File: src/rtl/axi_lite_clint_slave.sv
// ============================================================================
// Module   : axi_lite_clint_slave
// Purpose  : AXI4-Lite responder for a RISC-V CLINT (msip, mtimecmp, mtime).
// Options  : define CLINT_SLVERR_EN to answer unmapped accesses with SLVERR.
// Revision : 1.0 - initial release
// ============================================================================
`default_nettype none
`timescale 1ns/1ps

module axi_lite_clint_slave #(
  parameter int ADDR_WIDTH = 16,
  parameter int TICK_DIV   = 1
) (
  input  logic                  S_AXI_ACLK,
  input  logic                  S_AXI_ARESET,
  input  logic [ADDR_WIDTH-1:0] S_AXI_AWADDR,
  input  logic [2:0]            S_AXI_AWPROT,
  input  logic                  S_AXI_AWVALID,
  output logic                  S_AXI_AWREADY,
  input  logic [31:0]           S_AXI_WDATA,
  input  logic [3:0]            S_AXI_WSTRB,
  input  logic                  S_AXI_WVALID,
  output logic                  S_AXI_WREADY,
  output logic [1:0]            S_AXI_BRESP,
  output logic                  S_AXI_BVALID,
  input  logic                  S_AXI_BREADY,
  input  logic [ADDR_WIDTH-1:0] S_AXI_ARADDR,
  input  logic [2:0]            S_AXI_ARPROT,
  input  logic                  S_AXI_ARVALID,
  output logic                  S_AXI_ARREADY,
  output logic [31:0]           S_AXI_RDATA,
  output logic [1:0]            S_AXI_RRESP,
  output logic                  S_AXI_RVALID,
  input  logic                  S_AXI_RREADY,
  output logic                  MTIP,
  output logic                  MSIP
);

  localparam int                    PS_W          = (TICK_DIV > 1) ? $clog2(TICK_DIV) : 1;
  localparam logic [PS_W-1:0]       C_PS_LAST     = PS_W'(TICK_DIV - 1);
  localparam logic [1:0]            C_RESP_OKAY   = 2'b00;
  localparam logic [1:0]            C_RESP_SLVERR = 2'b10;
  localparam logic [ADDR_WIDTH-1:0] C_A_MSIP      = ADDR_WIDTH'(16'h0000);
  localparam logic [ADDR_WIDTH-1:0] C_A_CMP_LO    = ADDR_WIDTH'(16'h4000);
  localparam logic [ADDR_WIDTH-1:0] C_A_CMP_HI    = ADDR_WIDTH'(16'h4004);
  localparam logic [ADDR_WIDTH-1:0] C_A_TIME_LO   = ADDR_WIDTH'(16'hBFF8);
  localparam logic [ADDR_WIDTH-1:0] C_A_TIME_HI   = ADDR_WIDTH'(16'hBFFC);

  typedef enum logic [0:0] {W_IDLE = 1'b0, W_RESP = 1'b1} wstate_e;
  typedef enum logic [0:0] {R_IDLE = 1'b0, R_DATA = 1'b1} rstate_e;
  typedef enum logic [2:0] {
    SEL_NONE, SEL_MSIP, SEL_CMP_LO, SEL_CMP_HI, SEL_TIME_LO, SEL_TIME_HI
  } sel_e;

  function automatic sel_e decode(input logic [ADDR_WIDTH-1:0] a);
    logic [ADDR_WIDTH-1:0] word;
    word = {a[ADDR_WIDTH-1:2], 2'b00};
    case (word)
      C_A_MSIP:    decode = SEL_MSIP;
      C_A_CMP_LO:  decode = SEL_CMP_LO;
      C_A_CMP_HI:  decode = SEL_CMP_HI;
      C_A_TIME_LO: decode = SEL_TIME_LO;
      C_A_TIME_HI: decode = SEL_TIME_HI;
      default:     decode = SEL_NONE;
    endcase
  endfunction

  function automatic logic [31:0] merge(input logic [31:0] old_v, input logic [31:0] new_v,
                                        input logic [3:0] strb);
    logic [31:0] res;
    for (int b = 0; b < 4; b++) begin
      res[8*b +: 8] = strb[b] ? new_v[8*b +: 8] : old_v[8*b +: 8];
    end
    return res;
  endfunction

  wstate_e               w_state_q, w_state_d;
  rstate_e               r_state_q, r_state_d;
  logic                  aw_have_q, aw_have_d, w_have_q, w_have_d;
  logic [ADDR_WIDTH-1:0] awaddr_q, awaddr_d;
  logic [31:0]           wdata_q, wdata_d;
  logic [3:0]            wstrb_q, wstrb_d;
  logic                  bvalid_q, bvalid_d, rvalid_q, rvalid_d;
  logic [1:0]            bresp_q, bresp_d, rresp_q, rresp_d;
  logic [31:0]           rdata_q, rdata_d;
  logic                  msip_q, msip_d, mtip_q, mtip_d;
  logic [63:0]           mtimecmp_q, mtimecmp_d, mtime_q, mtime_d;
  logic [PS_W-1:0]       prescaler_q, prescaler_d;

  logic                  tick, aw_hs, w_hs, do_write;
  logic [ADDR_WIDTH-1:0] wr_addr;
  logic [31:0]           wr_data;
  logic [3:0]            wr_strb;
  logic                  unused_prot;

  assign unused_prot   = ^{S_AXI_AWPROT, S_AXI_ARPROT};

  assign S_AXI_AWREADY = (w_state_q == W_IDLE) && !aw_have_q;
  assign S_AXI_WREADY  = (w_state_q == W_IDLE) && !w_have_q;
  assign S_AXI_ARREADY = (r_state_q == R_IDLE);
  assign S_AXI_BVALID  = bvalid_q;
  assign S_AXI_BRESP   = bresp_q;
  assign S_AXI_RVALID  = rvalid_q;
  assign S_AXI_RRESP   = rresp_q;
  assign S_AXI_RDATA   = rdata_q;
  assign MSIP          = msip_q;
  assign MTIP          = mtip_q;

  always_comb begin
    w_state_d   = w_state_q;
    r_state_d   = r_state_q;
    aw_have_d   = aw_have_q;
    w_have_d    = w_have_q;
    awaddr_d    = awaddr_q;
    wdata_d     = wdata_q;
    wstrb_d     = wstrb_q;
    bvalid_d    = bvalid_q;
    bresp_d     = bresp_q;
    rvalid_d    = rvalid_q;
    rresp_d     = rresp_q;
    rdata_d     = rdata_q;
    msip_d      = msip_q;
    mtimecmp_d  = mtimecmp_q;
    do_write    = 1'b0;

    tick        = (prescaler_q == C_PS_LAST);
    prescaler_d = tick ? '0 : prescaler_q + PS_W'(1);
    mtime_d     = tick ? mtime_q + 64'd1 : mtime_q;
    mtip_d      = (mtime_q >= mtimecmp_q);

    aw_hs   = S_AXI_AWVALID && S_AXI_AWREADY;
    w_hs    = S_AXI_WVALID && S_AXI_WREADY;
    wr_addr = aw_have_q ? awaddr_q : S_AXI_AWADDR;
    wr_data = w_have_q ? wdata_q : S_AXI_WDATA;
    wr_strb = w_have_q ? wstrb_q : S_AXI_WSTRB;

    case (w_state_q)
      W_IDLE: begin
        if ((aw_have_q || aw_hs) && (w_have_q || w_hs)) begin
          do_write  = 1'b1;
          aw_have_d = 1'b0;
          w_have_d  = 1'b0;
          bvalid_d  = 1'b1;
          bresp_d   = C_RESP_OKAY;
          w_state_d = W_RESP;
        end else begin
          if (aw_hs) begin
            aw_have_d = 1'b1;
            awaddr_d  = S_AXI_AWADDR;
          end
          if (w_hs) begin
            w_have_d = 1'b1;
            wdata_d  = S_AXI_WDATA;
            wstrb_d  = S_AXI_WSTRB;
          end
        end
      end
      W_RESP: begin
        if (S_AXI_BREADY) begin
          bvalid_d  = 1'b0;
          w_state_d = W_IDLE;
        end
      end
      default: w_state_d = W_IDLE;
    endcase

    // A write to one mtime half overrides that cycle's increment entirely.
    if (do_write) begin
      case (decode(wr_addr))
        SEL_MSIP:    msip_d = wr_strb[0] ? wr_data[0] : msip_q;
        SEL_CMP_LO:  mtimecmp_d[31:0]  = merge(mtimecmp_q[31:0], wr_data, wr_strb);
        SEL_CMP_HI:  mtimecmp_d[63:32] = merge(mtimecmp_q[63:32], wr_data, wr_strb);
        SEL_TIME_LO: mtime_d = {mtime_q[63:32], merge(mtime_q[31:0], wr_data, wr_strb)};
        SEL_TIME_HI: mtime_d = {merge(mtime_q[63:32], wr_data, wr_strb), mtime_q[31:0]};
        default: begin
`ifdef CLINT_SLVERR_EN
          bresp_d = C_RESP_SLVERR;
`endif
        end
      endcase
    end

    case (r_state_q)
      R_IDLE: begin
        if (S_AXI_ARVALID) begin
          rvalid_d  = 1'b1;
          rresp_d   = C_RESP_OKAY;
          r_state_d = R_DATA;
          case (decode(S_AXI_ARADDR))
            SEL_MSIP:    rdata_d = {31'd0, msip_q};
            SEL_CMP_LO:  rdata_d = mtimecmp_q[31:0];
            SEL_CMP_HI:  rdata_d = mtimecmp_q[63:32];
            SEL_TIME_LO: rdata_d = mtime_q[31:0];
            SEL_TIME_HI: rdata_d = mtime_q[63:32];
            default: begin
              rdata_d = 32'd0;
`ifdef CLINT_SLVERR_EN
              rresp_d = C_RESP_SLVERR;
`endif
            end
          endcase
        end
      end
      R_DATA: begin
        if (S_AXI_RREADY) begin
          rvalid_d  = 1'b0;
          r_state_d = R_IDLE;
        end
      end
      default: r_state_d = R_IDLE;
    endcase
  end

  always_ff @(posedge S_AXI_ACLK or posedge S_AXI_ARESET) begin
    if (S_AXI_ARESET) begin
      w_state_q   <= W_IDLE;
      r_state_q   <= R_IDLE;
      aw_have_q   <= 1'b0;
      w_have_q    <= 1'b0;
      awaddr_q    <= '0;
      wdata_q     <= 32'd0;
      wstrb_q     <= 4'd0;
      bvalid_q    <= 1'b0;
      bresp_q     <= C_RESP_OKAY;
      rvalid_q    <= 1'b0;
      rresp_q     <= C_RESP_OKAY;
      rdata_q     <= 32'd0;
      msip_q      <= 1'b0;
      mtip_q      <= 1'b0;
      mtimecmp_q  <= '1;
      mtime_q     <= 64'd0;
      prescaler_q <= '0;
    end else begin
      w_state_q   <= w_state_d;
      r_state_q   <= r_state_d;
      aw_have_q   <= aw_have_d;
      w_have_q    <= w_have_d;
      awaddr_q    <= awaddr_d;
      wdata_q     <= wdata_d;
      wstrb_q     <= wstrb_d;
      bvalid_q    <= bvalid_d;
      bresp_q     <= bresp_d;
      rvalid_q    <= rvalid_d;
      rresp_q     <= rresp_d;
      rdata_q     <= rdata_d;
      msip_q      <= msip_d;
      mtip_q      <= mtip_d;
      mtimecmp_q  <= mtimecmp_d;
      mtime_q     <= mtime_d;
      prescaler_q <= prescaler_d;
    end
  end

endmodule

`default_nettype wire

File: config.mk
export PLATFORM = sky130hd
export DESIGN_NAME = axi_lite_clint_slave
export DESIGN_NICKNAME = d
export VERILOG_FILES = /design/src/rtl/axi_lite_clint_slave.sv
export SDC_FILE = /design/constraint.sdc
export NUM_CORES = 1
export LEC_CHECK = 0
export ABC_CLOCK_PERIOD_IN_PS = 6850
export BUFFER_PORTS_ARGS = -buffer_cell sky130_fd_sc_hd__buf_2
export CORE_MARGIN = 2
export CORE_UTILIZATION = 30
export DETAILED_ROUTE_END_ITERATION = 8
export HOLD_SLACK_MARGIN = 0.15
export MAX_ROUTING_LAYER = met4
export SLEW_MARGIN = 20
export SYNTH_ARGS = -nofsm -noshare
export SYNTH_HDL_FRONTEND = slang
export SYNTH_SLANG_ARGS = --single-unit
File: constraint.sdc
create_clock -name S_AXI_ACLK -period 6.85 [get_ports S_AXI_ACLK]
set_input_delay 0.3425 -clock S_AXI_ACLK [delete_from_list [all_inputs] [get_ports S_AXI_ACLK]]
set_output_delay 0.3425 -clock S_AXI_ACLK [all_outputs]
set_load 0.1 [all_outputs]
==> run_results.csv <==
group,metric,value,unit
global_route,pin_count_of_the_biggest_net_entering_global_routing,80,
finish,final_nets,1554,
run,max-cap-violations,0,
detailed_routing,drt_via_density,5.62,
floorplan,core_area,0.0421,mm^2
power,pwr_density_cell,274,mW/mm^2
detailed_routing,wl,41200,um
power,power.share.sequential,0.401,
synth,postSynthAreaPerCell,10.3,um^2
synth,netlist_top_cells_area,"dfrtp_1 30%, dfstp_2 13%, mux2_2 8.9%",
timing,fin_skew,0.00919,ns
place,place.port_buffers,109,
power,p_sw_frac,0.334,
floorplan,io_pins,124,
timing,period_needed,3.52,ns
power,power_leakage,7.02,nW
floorplan,die_h,211,um
detailed_routing,wl_per_cell,21.0,um
timing,max_freq,284,MHz
power,vdd_drop_max,0.000321,V
global_route,grt.total_usage,0.189,
worst_hold_path,min-delay-path-class,"primary input to flop",
timing,rsz0062_at_grt,"false",
timing,hold_violation_total_from_the_final_report,0,
place,place_congestion,0.896,
global_route,antenna_found_initial,0,
finish,final_layout_size_suffix_gt1_frac,0.257,
global_route,number_of_global_route_vias_before_repair,10800,
finish,syn_to_final_growth,20.9,%
detailed_routing,first_iter_violations,1005,
detailed_routing,detail_route.drc_violations,0,
timing,tns,0,ns
timing,timing.max_slew.rel_slack,0.203,
finish,n_antenna_cell,0,
outcome,status,"completed",
clock_network,cts.htree.levels,1,
clock_network,cts_tree,"built",
timing,holdWs,0.293,ns
finish,finalNonFillerCells,1965,
critical_path,worst_ep_arrival_time,3.95,ns
synth,ys.warnings.count,0,
floorplan,initial_core_util,0.305,
synth,synth.largest_area_cell,"dfrtp_1",
detailed_routing,num_vias,11100,
synth,synth_edf_count,0,
synth,synth_top_area_share,0.300,
floorplan,fp.dieW,211,um
clock_network,numClockSinks,218,
critical_path,required,7.28,ns
detailed_routing,drt_first_pass_iters,6,
floorplan,std_cell_rows,75,
global_route,grt.overflow.total,0,
timing,drv_slew,0,
place,placedCellCount,1862,
timing,worst-slew-pin-transition,1.20,ns
power,p_clk_frac,0.351,
power,power_frac_comb,0.248,
clock_network,clk-insertion-delay-late,0.54,ns
clock_network,clock_root_buffer,"clkbuf_16",
synth,yosys.cell_count.top_type,"dfrtp_1",
critical_path,criticalPathCategory,"flop to flop",
synth,synth.top_cells.by_count,"154 x dfrtp_1, 101 x mux2_2, 94 x nand2_1",
clock_network,cts.clk_slew.worst_paths,0.06,ns
power,net-switching-power,1.42,mW
critical_path,endpoint_kind,"flop",
synth,ys_dominant_reg_cell,"dfrtp_1",
synth,synthesized_cell_area,0.0128,mm^2
timing,post-route-period-util,0.514,
place,dpl.hpwl,29300,um
synth,synthCells,1244,
place,dpl_cell_area,0.0140,mm^2
timing,setup_viol,0,
clock_network,post_cts_resized,0,
power,internal-power,2.84,mW
critical_path,critPathMaxFanout,33,
synth,ys_types,82,
finish,design_area,0.0155,mm^2
critical_path,crit_path_start_kind,"flop",
clock_network,cts.path.max_buffers,3,
floorplan,die-area,0.0445,mm^2
synth,ys_async_sr_fraction,1.00,
global_route,grt_first_pass_wirelength,63800,um
synth,ys_seq_area_frac,0.431,
clock_network,cts_inserted_buffers,27,
synth,ys_seq_elements,218,
detailed_routing,antenna_violating_nets_post_route,0,
==> placed cells by master (no fill, tap or decap), types with 10 or more instances in the layout <==
cell | synthesis | final
dfstp_2 | 64 | 64
nor3_1 | 28 | 27
buf_2 | 7 | 109
o211ai_1 | 20 | 20
a211oi_1 | 30 | 29
mux2i_1 | 77 | 77
nor4_1 | 20 | 20
and3_1 | 16 | 16
dfrtp_1 | 154 | 153
nand2_1 | 94 | 94
ha_1 | 65 | 65
a22oi_1 | 33 | 33
clkbuf_16 | 0 | 27
nor2b_1 | 11 | 10
nand4_1 | 30 | 30
mux2_2 | 101 | 101
a21oi_1 | 44 | 44
a222oi_1 | 18 | 18
dlygate4sd3_1 | 0 | 56
a221oi_1 | 14 | 14
buf_4 | 7 | 24
inv_1 | 84 | 83
o221ai_1 | 16 | 16
o21ai_0 | 48 | 47
nand3_1 | 38 | 38
nor2_1 | 47 | 46
==> final timing paths <==
kind,from,slack [ns],cells past startpoint,to
min in group asynchronous,S_AXI_ARESET,0.42,3,S_AXI_RDATA[14]
max reg2reg,w_have_q,3.33,6,MSIP
max,w_have_q,3.33,6,MSIP
min reg2reg,S_AXI_BVALID,0.48,2,S_AXI_BVALID
max in group asynchronous,S_AXI_ARESET,5.01,4,w_have_q
min,S_AXI_ARVALID,0.29,4,S_AXI_RVALID
==> metrics by stage <==
step                setup slack (ns)  utilization  total power, mW
floorplan                      0.649            -             2.44
global placement                3.48        0.333             2.72
detailed placement              3.44        0.333             2.75
CTS                             3.43        0.369             4.29
global route                    3.21        0.369             4.47
finish                          3.33        0.369             4.26
==> layer usage <==
metal | vias to the layer above | routed length (um) | track usage
met5 | - | 0 | -
met4 | 0 | 1280 | 0.0561
met3 | 74 | 2790 | 0.0302
met2 | 439 | 18900 | 0.295
met1 | 5455 | 18300 | 0.255
li1 | 5084 | - | -
==> cell type report <==
cell class | instances | area [um^2]
clock inverter | 13 | 169
clock buffer | 34 | 752
timing repair buffer | 189 | 1290
fill | 4200 | 26600
multi-input combinational | 888 | 6790
sequential | 218 | 5540
tap | 539 | 674
inverter | 84 | 323
==> power groups by stage <==
| stage | logic (mW) | clock network, mW | registers [mW] |
|---|---|---|---|
| 5_1_grt | 1.14 | 1.58 | 1.74 |
| 6_report | 1.06 | 1.50 | 1.71 |
| 4_1_cts | 1.06 | 1.52 | 1.71 |
| 3_5_place_dp | 1.03 | 0 | 1.73 |
| 2_1_floorplan | 0.772 | 0 | 1.67 |
| 3_3_place_gp | 1.01 | 0 | 1.71 |
==> worst max-delay path: stages (launching register included) <==
cell      delay [ns]
dfrtp_2         0.54
buf_4           0.56
mux2i_1         0.76
nor2_1          0.08
a221oi_1        1.03
nor4_1          0.11
mux2_2          0.31
==> sequential cells by signal, summed over array words and instances, names as in the netlist <==
signal,count
MSIP,1
MTIP,1
S_AXI_BVALID,1
S_AXI_RDATA,32
S_AXI_RVALID,1
aw_have_q,1
awaddr_q,14
mtime_q,64
mtimecmp_q,64
r_state_q,1
w_have_q,1
w_state_q,1
wdata_q,32
wstrb_q,4
==> cell families after synthesis <==
logic type / synth area share
compound gates: 0.169
xor+xnor: 0.00341
fa+ha+maj: 0.0633
buf+inv: 0.0449
flops: 0.431
mux: 0.149
other cells: 0.000292
simple gates: 0.139
==> repair_timing <==
action / CTS / global route
hold endpoints to repair: 106 / 0
buffers inserted: 0 / 0
hold buffers: 56 / 0
No activity file was read; power rests on OpenSTA's default activity.
